$ cat src/rtl/common_ram_stream_fifo_ctrl.sv
// rtl/common_ram_stream_fifo_ctrl.sv - valid/ready stream FIFO controller driving a true dual-port RAM
// Define RAM_STREAM_FIFO_LEVEL_EN to add the registered fill-level output port.
module common_ram_stream_fifo_ctrl #(
  parameter int    DATA_WIDTH     = 8,
  parameter int    ADDR_WIDTH     = 9,
  parameter string RAM_OUTPUT_REG = "FALSE"
) (
  input  logic                  clk,
  input  logic                  rstn,
  input  logic                  clr,
  input  logic                  s_valid,
  output logic                  s_ready,
  input  logic [DATA_WIDTH-1:0] s_data,
  output logic                  m_valid,
  input  logic                  m_ready,
  output logic [DATA_WIDTH-1:0] m_data,
  output logic                  ram_we1,
  output logic [ADDR_WIDTH-1:0] ram_addr1,
  output logic [DATA_WIDTH-1:0] ram_din1,
  output logic                  ram_we2,
  output logic [ADDR_WIDTH-1:0] ram_addr2,
  input  logic [DATA_WIDTH-1:0] ram_dout2,
  output logic                  full,
  output logic                  empty
`ifdef RAM_STREAM_FIFO_LEVEL_EN
  ,
  output logic [ADDR_WIDTH+1:0] level
`endif
);

  localparam int RD_LAT     = (RAM_OUTPUT_REG == "TRUE") ? 2 : 1;
  localparam int OBUF_DEPTH = RD_LAT + 1;
  localparam int IW         = (OBUF_DEPTH > 2) ? 2 : 1;

  localparam logic [ADDR_WIDTH:0] DEPTH_CNT  = {1'b1, {ADDR_WIDTH{1'b0}}};
  localparam logic [IW-1:0]       OBUF_LAST  = IW'(OBUF_DEPTH - 1);
  localparam logic [2:0]          OBUF_SLOTS = 3'(OBUF_DEPTH);

  logic [ADDR_WIDTH-1:0] wr_ptr_q, wr_ptr_d;
  logic [ADDR_WIDTH-1:0] rd_ptr_q, rd_ptr_d;
  logic [ADDR_WIDTH:0]   ram_cnt_q, ram_cnt_d;
  logic [RD_LAT-1:0]     pipe_q, pipe_d;
  logic [RD_LAT:0]       pipe_shift;
  logic [DATA_WIDTH-1:0] obuf_q [OBUF_DEPTH];
  logic [IW-1:0]         head_q, head_d;
  logic [IW-1:0]         tail_q, tail_d;
  logic [1:0]            obuf_cnt_q, obuf_cnt_d;
  logic [1:0]            inflight_cnt;
  logic [2:0]            pending;
  logic                  wr, rd_iss, push, pop;

  function automatic logic [IW-1:0] obuf_inc(input logic [IW-1:0] p);
    return (p == OBUF_LAST) ? '0 : p + IW'(1);
  endfunction

  always_comb begin
    inflight_cnt = '0;
    for (int i = 0; i < RD_LAT; i++) begin
      inflight_cnt = inflight_cnt + {1'b0, pipe_q[i]};
    end
  end

  assign full    = (ram_cnt_q == DEPTH_CNT);
  assign s_ready = !full;
  assign wr      = s_valid & s_ready;
  assign m_valid = (obuf_cnt_q != '0);
  assign m_data  = obuf_q[head_q];
  assign pop     = m_valid & m_ready;
  assign push    = pipe_q[RD_LAT-1];

  // A pop this cycle frees a slot, so it is credited before deciding to issue;
  // without it the output stalls every third cycle.
  assign pending = {1'b0, obuf_cnt_q} + {1'b0, inflight_cnt} - {2'b00, pop};
  assign rd_iss  = (ram_cnt_q != '0) && (pending < OBUF_SLOTS);

  assign ram_we1   = wr;
  assign ram_addr1 = wr_ptr_q;
  assign ram_din1  = s_data;
  assign ram_we2   = 1'b0;
  assign ram_addr2 = rd_ptr_q;
  assign empty     = (ram_cnt_q == '0) && (inflight_cnt == '0) && (obuf_cnt_q == '0);

  assign pipe_shift = {pipe_q, rd_iss};

  always_comb begin
    wr_ptr_d   = wr ? wr_ptr_q + ADDR_WIDTH'(1) : wr_ptr_q;
    rd_ptr_d   = rd_iss ? rd_ptr_q + ADDR_WIDTH'(1) : rd_ptr_q;
    ram_cnt_d  = ram_cnt_q;
    if (wr && !rd_iss) begin
      ram_cnt_d = ram_cnt_q + (ADDR_WIDTH+1)'(1);
    end else if (!wr && rd_iss) begin
      ram_cnt_d = ram_cnt_q - (ADDR_WIDTH+1)'(1);
    end
    pipe_d     = pipe_shift[RD_LAT-1:0];
    head_d     = pop ? obuf_inc(head_q) : head_q;
    tail_d     = push ? obuf_inc(tail_q) : tail_q;
    obuf_cnt_d = obuf_cnt_q;
    if (push && !pop) begin
      obuf_cnt_d = obuf_cnt_q + 2'd1;
    end else if (!push && pop) begin
      obuf_cnt_d = obuf_cnt_q - 2'd1;
    end
    // Flush abandons any read still inside the RAM; its data is never captured.
    if (clr) begin
      wr_ptr_d   = '0;
      rd_ptr_d   = '0;
      ram_cnt_d  = '0;
      pipe_d     = '0;
      head_d     = '0;
      tail_d     = '0;
      obuf_cnt_d = '0;
    end
  end

  always_ff @(posedge clk or negedge rstn) begin
    if (!rstn) begin
      wr_ptr_q   <= '0;
      rd_ptr_q   <= '0;
      ram_cnt_q  <= '0;
      pipe_q     <= '0;
      head_q     <= '0;
      tail_q     <= '0;
      obuf_cnt_q <= '0;
    end else begin
      wr_ptr_q   <= wr_ptr_d;
      rd_ptr_q   <= rd_ptr_d;
      ram_cnt_q  <= ram_cnt_d;
      pipe_q     <= pipe_d;
      head_q     <= head_d;
      tail_q     <= tail_d;
      obuf_cnt_q <= obuf_cnt_d;
    end
  end

  always_ff @(posedge clk or negedge rstn) begin
    if (!rstn) begin
      for (int i = 0; i < OBUF_DEPTH; i++) begin
        obuf_q[i] <= '0;
      end
    end else if (push) begin
      obuf_q[tail_q] <= ram_dout2;
    end
  end

`ifdef RAM_STREAM_FIFO_LEVEL_EN
  logic [ADDR_WIDTH+1:0] level_q, level_d;

  always_comb begin
    level_d = level_q;
    if (wr && !pop) begin
      level_d = level_q + (ADDR_WIDTH+2)'(1);
    end else if (!wr && pop) begin
      level_d = level_q - (ADDR_WIDTH+2)'(1);
    end
    if (clr) begin
      level_d = '0;
    end
  end

  always_ff @(posedge clk or negedge rstn) begin
    if (!rstn) begin
      level_q <= '0;
    end else begin
      level_q <= level_d;
    end
  end

  assign level = level_q;
`endif

endmodule

$ cat config.mk
export PLATFORM = sky130hd
export DESIGN_NAME = common_ram_stream_fifo_ctrl
export DESIGN_NICKNAME = d
export VERILOG_FILES = /design/src/rtl/common_ram_stream_fifo_ctrl.sv
export SDC_FILE = /design/constraint.sdc
export NUM_CORES = 1
export LEC_CHECK = 0
export ABC_CLOCK_PERIOD_IN_PS = 4550
export CORE_UTILIZATION = 48
export CTS_BUF_LIST = sky130_fd_sc_hd__clkbuf_4 sky130_fd_sc_hd__clkbuf_8
export DETAILED_ROUTE_END_ITERATION = 8
export PLACE_DENSITY_LB_ADDON = 0.3
export SLEW_MARGIN = 25
export SYNTH_ARGS = -nofsm -noshare
export SYNTH_HDL_FRONTEND = slang
export SYNTH_SLANG_ARGS = --single-unit
$ cat constraint.sdc
create_clock -name clk -period 4.55 [get_ports clk]
set_clock_uncertainty 0.15 [all_clocks]
set_input_delay 0.91 -clock clk [delete_from_list [all_inputs] [get_ports clk]]
set_output_delay 0.91 -clock clk [all_outputs]
set_load 0.02 [all_outputs]
==> summary.txt, run 1 <==
Cells and area
  – FF+latch area: 1230 um^2
  – Final std cells w/o fill: 418
  – Share of cells above drive strength 1: 0.211
  – Multi-input logic area: 1570 um^2
  – Ant diodes: 0
  – FILL cells: 463
  – Post-layout util: 0.642
  – Final #Nets: 379
  – Synthesis-to-layout area growth: 25.6%

Routing
  – Detailed Routing Iterations Pass 1: 4
  – Initial drt markers: 137
  – DR DRC count: 0
  – Detailed-route via count: 2368
  – Post-route ant nets: 0
  – Via density: 5.67
  – Post-DR wirelength/cell: 15.2 um
  – Routed WL: 6.34 mm

STA
  – Max-slew violations: 0
  – Fmax: 225 MHz
  – Max_slew headroom: 0.429
  – Final setup violation count: 0
  – Hold_ws: 0.360 ns
  – Worst Max-Slew Pin Slew: 0.857 ns
  – Fin Setup TNS: 0 ns
  – Final-report hold violation count: 0
  – Final period utilization: 0.979
  – Fin crit period: 4.45 ns

Logic synthesis
  – Mapped Cells: 291
  – Post-synthesis area per instance: 9.96 um^2
  – Async set-reset flop share out of synthesis: 1.00
  – Synthesized cell area: 2900 um^2
  – Synth cell types: 49
  – Synth Flop Type: dfrtp_1
  – Mapped Nets: 325
  – Ys Warns: 0
  – EDFF count, synth: 0
  – Yosys reg bits: 49
  – Register area share after synthesis: 0.423

Floorplanning
  – Starting Density: 0.511
  – Die H: 79.7 um
  – # rows: 27
  – Total core area: 5680 um^2
  – I/O Pins: 61
  – Die area: 6350 um^2
  – DIE WIDTH: 79.7 um

CTS
  – Clock transition at the registers of the reported paths: 0.10 ns
  – H-tree depth: 2
  – Clock Sinks: 49
  – Maximum root-to-sink buffer count: 2
  – CTS tree: done
  – CTS Root Cell: clkbuf_8
  – Hold_buf cts: 0
  – Clock Latency Late Sink: 0.31 ns
  – Num CTS Buffers: 5

Critical path
  – Crit. End Element: flip-flop
  – WP data arrival: 4.50 ns
  – CP Max Fanout: 6
  – Kind of start point of the critical path: primary input
  – Critical path type: primary input to flip-flop
  – Worst EP required: 4.60 ns

Power and ir drop
  – Leak Pwr: 1.59 nW
  – VDD IR-drop max: 0.421 mV
  – Total power: 0.00264 W
  – PD cells: 724 nW/um^2

Outcome
  – Status: completed

Placed design
  – Hpwl dp: 4.55 mm
  – Placer Congestion: 0.900
  – Port Buffers: 43
  – Placed cells: 409

Global route
  – Pin count of the biggest net entering global routing: 50
  – Congestion Overflow GR: 0
  – First-pass GRT wire length: 10.3 mm
  – GR Util All Layers: 0.210
  – Vias in the first global route: 2265
  – Initial antenna violation count: 0

Job
  – Max-cap viol count: 0

Min path
  – HP Class: flip-flop to flip-flop
==> per-layer routing <==
layer / part of all wire / GRT usage
met5: 0 / 0
met4: 0.018 / 0.0909
met3: 0.035 / 0.0343
met2: 0.48 / 0.338
met1: 0.47 / 0.277
==> through the flow <==
step,worst slack (ns),area (um^2)
after floorplan,0.0169,2900
after CTS,0.0142,3570
final,0.0977,3640
after global routing,-0.0695,3640
after global placement,-0.215,3470
after detailed placement,-0.307,3470
==> state kept, by name (all words and copies together), names as in the netlist <==
signal and flops:
head_q 1, tail_q 1, ram_addr2 9, pipe_q 1
ram_addr1 9, obuf_cnt_q 2, obuf_q 16, ram_cnt_q 10
==> cell usage after synthesis (7+ instances only) <==
| library cell | number | share of area |
|---|---|---|
| mux2_2 | 24 | 0.093 |
| dfrtp_1 | 49 | 0.42 |
| clkbuf_1 | 7 | 0.0091 |
| o21ai_0 | 15 | 0.026 |
| nor3_1 | 7 | 0.012 |
| nand2_1 | 11 | 0.014 |
| xor2_1 | 10 | 0.030 |
| nor2_1 | 26 | 0.034 |
| inv_1 | 10 | 0.013 |
| buf_4 | 10 | 0.026 |
| a21oi_1 | 19 | 0.033 |
| ha_1 | 11 | 0.047 |
| xnor2_1 | 11 | 0.033 |
| nand3_1 | 12 | 0.021 |
| nand4_1 | 7 | 0.015 |
| and3_1 | 7 | 0.015 |
==> logic make-up (layout without fill, tap and decap cells) <==
| logic type | count (synthesis) | in the layout | synth area share |
|---|---|---|---|
| XOR/XNOR | 21 | 21 | 0.0634 |
| flip-flops | 49 | 49 | 0.423 |
| buffers and inverters | 31 | 86 | 0.0570 |
| adder cells (fa/ha/maj) | 13 | 13 | 0.0613 |
| AND/OR/NAND/NOR | 93 | 93 | 0.165 |
| other | 1 | 1 | 0.00129 |
| AO/OA/AOI/OAI | 56 | 56 | 0.125 |
| multiplexers | 27 | 27 | 0.104 |
==> timing repair <==
action / 4_1_cts / 5_1_grt
setup endpoints to repair: 0 / 4
buffers inserted: 0 / 1
resized for setup: 0 / 13
==> final timing paths <==
| kind | startpoint | to | slack [ns] | depth (start not counted) |
|---|---|---|---|---|
| worst max-delay path | m_ready | ram_cnt_q[9]$_DFFE_PN0P_ | 0.1 | 17 |
| worst min-delay path | obuf_q[8]$_DFFE_PN0P_ | obuf_q[8]$_DFFE_PN0P_ | 0.36 | 1 |
| worst max register to register | obuf_cnt_q[1]$_DFFE_PN0P_ | ram_cnt_q[9]$_DFFE_PN0P_ | 0.35 | 17 |
| worst min register to register | obuf_q[8]$_DFFE_PN0P_ | obuf_q[8]$_DFFE_PN0P_ | 0.36 | 1 |
| max in group asynchronous | rstn | obuf_q[12]$_DFFE_PN0P_ | 3.37 | 1 |
| min in group asynchronous | rstn | ram_addr2[6]$_DFFE_PN0P_ | 0.45 | 1 |
==> critical path, cell delays in order <==
cell and delay [ns]:
clkdlybuf4s50_1 0.48, nand2_1 0.07, inv_1 0.06, ha_1 0.21, nand2b_1 0.15, fa_2 0.34, xnor2_1 0.14, and2_4 0.17
a21boi_2 0.15, inv_2 0.10, buf_6 0.15, ha_1 0.31, a211oi_2 0.21, o21bai_1 0.12, a221oi_2 0.31, mux2i_1 0.26
mux2_1 0.35
==> cells in the final DEF (no fill, tap or decap), drive strengths merged, types with 2 or more instances in the layout <==
cell           instances
inv                   11
nand2                 11
nand3                 12
mux2                  25
clkinvlp               2
o21ai                 15
nor3                   7
buf                   26
nor4                   5
clkdlybuf4s50         42
clkbuf                 5
o211a                  2
mux2i                  2
ha                    11
or3                    5
dfrtp                 49
a21oi                 19
a2111oi                2
a21o                   4
and3                   8
a211oi                 3
fa                     2
xor2                  10
nand4                  7
xnor2                 11
nor2                  26
nand2b                 5
==> final cells by class <==
class | count | area share
Multi-Input combinational cell | 211 | 0.432
Sequential cell | 49 | 0.337
Timing Repair Buffer | 68 | 0.170
Tap cell | 72 | 0.0247
Clock buffer | 5 | 0.0189
Inverter | 10 | 0.0103
Clock inverter | 3 | 0.00722
==> where the power goes <==
group          switching, W  internal [W]
registers          0.000127      0.000569
logic              0.000793      0.000875
clock network      0.000160      0.000112
(Power assumes the default switching activity.)
==> run 2: changes to the inputs <==
- SLEW_MARGIN: 25 -> default
==> run 2 against run 1 <==
Effect of this change:
- die area unchanged
- flip-flop and latch count unchanged
- first-iteration DRC count up 0.73%
- clock-buffer cell count unchanged
- routed wire length up 1.6%
- final area up 1.2%
- critical endpoint unchanged
- highest routed layer unchanged
==> summary.txt, run 2 (synthesis results as in run 1) <==
Global route
  – Pin count of the biggest net entering global routing: 50 (unchanged)
  – Vias in the first global route: 2255 (-0.44%)
  – Congestion Overflow GR: 0 (unchanged)
  – Initial antenna violation count: 0 (unchanged)
  – First-pass GRT wire length: 10.4 mm (+1.0%)
  – GR Util All Layers: 0.211 (+0.000776)

Critical path
  – Worst setup startpoint: obuf_cnt_q[1]$_DFFE_PN0P_
  – CP Max Fanout: 6 (unchanged)
  – Kind of start point of the critical path: flip-flop
  – Reg2Reg Depth: 16 (-1)
  – Critical path type: flip-flop to flip-flop
  – Worst EP required: 4.59 ns (about the same)
  – Worst r2r src: obuf_cnt_q[1]$_DFFE_PN0P_
  – WP data arrival: 4.25 ns (-0.25 ns)
  – Crit. End Element: flip-flop

Min path
  – Hold_sp: obuf_q[8]$_DFFE_PN0P_
  – HP Class: flip-flop to flip-flop
  – Hold Path Cell Cnt: 1 (unchanged)

Power and ir drop
  – VDD IR-drop max: 0.439 mV (+4.5%)
  – Leak Pwr: 1.60 nW (+1.0%)
  – Total power: 0.00268 W (+1.6%)
  – PD cells: 727 nW/um^2 (+0.37%)

Routing
  – DR DRC count: 0 (unchanged)
  – Via density: 5.68 (+0.25%)
  – Detailed Routing Iterations Pass 1: 4 (unchanged)
  – Initial drt markers: 138 (+0.73%)
  – Routed WL: 6.44 mm (+1.6%)
  – Post-DR wirelength/cell: 15.4 um (+1.6%)
  – Detailed-route via count: 2374 (+0.25%)
  – Post-route ant nets: 0 (unchanged)

Cells and area
  – Commonest non-fill, non-tap cell in the layout: dfrtp_1
  – Final #Nets: 379 (unchanged)
  – Most frequent cells in the layout: dfrtp_1, clkdlybuf4s50_1, nor2_1, mux2_2, buf_4
  – Max reg flops: 16 (unchanged)
  – Biggest regs: obuf_q (16), ram_cnt_q (10)
  – Ant diodes: 0 (unchanged)
  – Top reg by flops: obuf_q
  – Share of cells above drive strength 1: 0.228 (+0.0173)
  – Final std cells w/o fill: 418 (unchanged)
  – Synthesis-to-layout area growth: 27.1%

STA
  – Worst Max-Slew Pin Slew: 1.11 ns (+0.254 ns)
  – Final-report hold violation count: 0 (unchanged)
  – Max_slew headroom: 0.260 (-0.169)
  – Fin Setup TNS: 0 ns (unchanged)
  – Fin crit period: 4.20 ns (-0.250 ns)
  – RSZ-0062 raised after global routing: false
  – Final setup violation count: 0 (unchanged)
  – Fmax: 238 MHz (+5.9%)
  – Final Worst Setup Slack: 0.348 ns (+0.250 ns)
  – Final period utilization: 0.924 (-0.0549)
  – Max-slew violations: 0 (unchanged)

Job
  – Max-cap viol count: 0 (unchanged)

Placed design
  – Hpwl dp: 4.49 mm (-1.3%)
  – DP Worst Slack: -0.295 ns (+0.0116 ns)
  – Port Buffers: 43 (unchanged)
  – Placer Congestion: 0.900 (unchanged)
  – Placed cells: 409 (unchanged)

Outcome
  – Status: completed

Floorplanning
  – # rows: 27 (unchanged)
  – Total core area: 5680 um^2 (unchanged)
  – Die area: 6350 um^2 (unchanged)
  – Die H: 79.7 um (unchanged)
  – I/O Pins: 61 (unchanged)
  – DIE WIDTH: 79.7 um (unchanged)
  – Starting Density: 0.511 (unchanged)

CTS
  – Clock Sinks: 49 (unchanged)
  – CTS tree: done
  – CTS Root Cell: clkbuf_8
  – Clock Latency Late Sink: 0.30 ns (about the same)
  – Clock transition at the registers of the reported paths: 0.10 ns (about the same)
  – Maximum root-to-sink buffer count: 2 (unchanged)
  – Hold_buf cts: 0 (unchanged)
  – H-tree depth: 2 (unchanged)
  – Num CTS Buffers: 5 (unchanged)
[run 2: routing by layer]
metal / GRT usage / part of all wire
met5: 0 / 0
met4: 0.0727 / 0.015
met3: 0.0331 / 0.052
met2: 0.348 / 0.49
met1: 0.279 / 0.44
[run 2: worst max-delay path, cell delays in order, from the launching register on]
cell and delay (ns):
dfrtp_1 0.48, or2_2 0.33, nand2_1 0.08, inv_1 0.05, ha_1 0.26, nand2b_4 0.14, fa_2 0.37, xnor2_2 0.14
and2_4 0.15, a21boi_2 0.16, inv_2 0.11, ha_4 0.23, a21o_1 0.15, a221o_1 0.35, a221oi_2 0.33, mux2i_1 0.24
mux2_1 0.35
[run 2: path summary, 6_finish.rpt]
kind                       slack, ns                        to
min                             0.36     obuf_q[8]$_DFFE_PN0P_
min in group asynchronous       0.66  ram_addr2[8]$_DFFE_PN0P_
max reg2reg                     0.35  ram_cnt_q[9]$_DFFE_PN0P_
max                             0.35  ram_cnt_q[9]$_DFFE_PN0P_
max in group asynchronous       2.91     obuf_q[7]$_DFFE_PN0P_
min reg2reg                     0.36     obuf_q[8]$_DFFE_PN0P_
[run 2: power by group]
part	total (W)	switching [W]	internal, W	leakage (nW)
Sequential	0.000702	0.000133	0.000569	0.633
Combinational	0.00170	0.000800	0.000903	0.929
Clock	0.000273	0.000161	0.000112	0.0423
Total	0.00268	0.00109	0.00158	1.60
[run 2: timing repair]
item / in CTS / in global routing
setup buffers: 0 / 1
endpoints found under the hold margin: 0 / 0
gates resized for setup: 0 / 19
endpoints found under the setup margin: 0 / 3
[run 2: final cells by class]
| cell class | count | area, um^2 |
|---|---|---|
| clock inverter | 3 | 26.3 |
| tap | 72 | 90.1 |
| fill | 451 | 1990 |
| multi-input combinational | 211 | 1620 |
| inverter | 10 | 37.5 |
| timing repair buffer | 68 | 619 |
| clock buffer | 5 | 68.8 |
| sequential | 49 | 1230 |
[run 2: through the flow]
stage,cell area [um^2],util,hold slack (ns)
6_report,3690,0.649,0.359
5_1_grt,3690,0.649,0.389
4_1_cts,3570,0.628,0.369
3_5_place_dp,3470,0.612,0.341
3_3_place_gp,3470,0.612,0.332
2_1_floorplan,2900,-,0.324
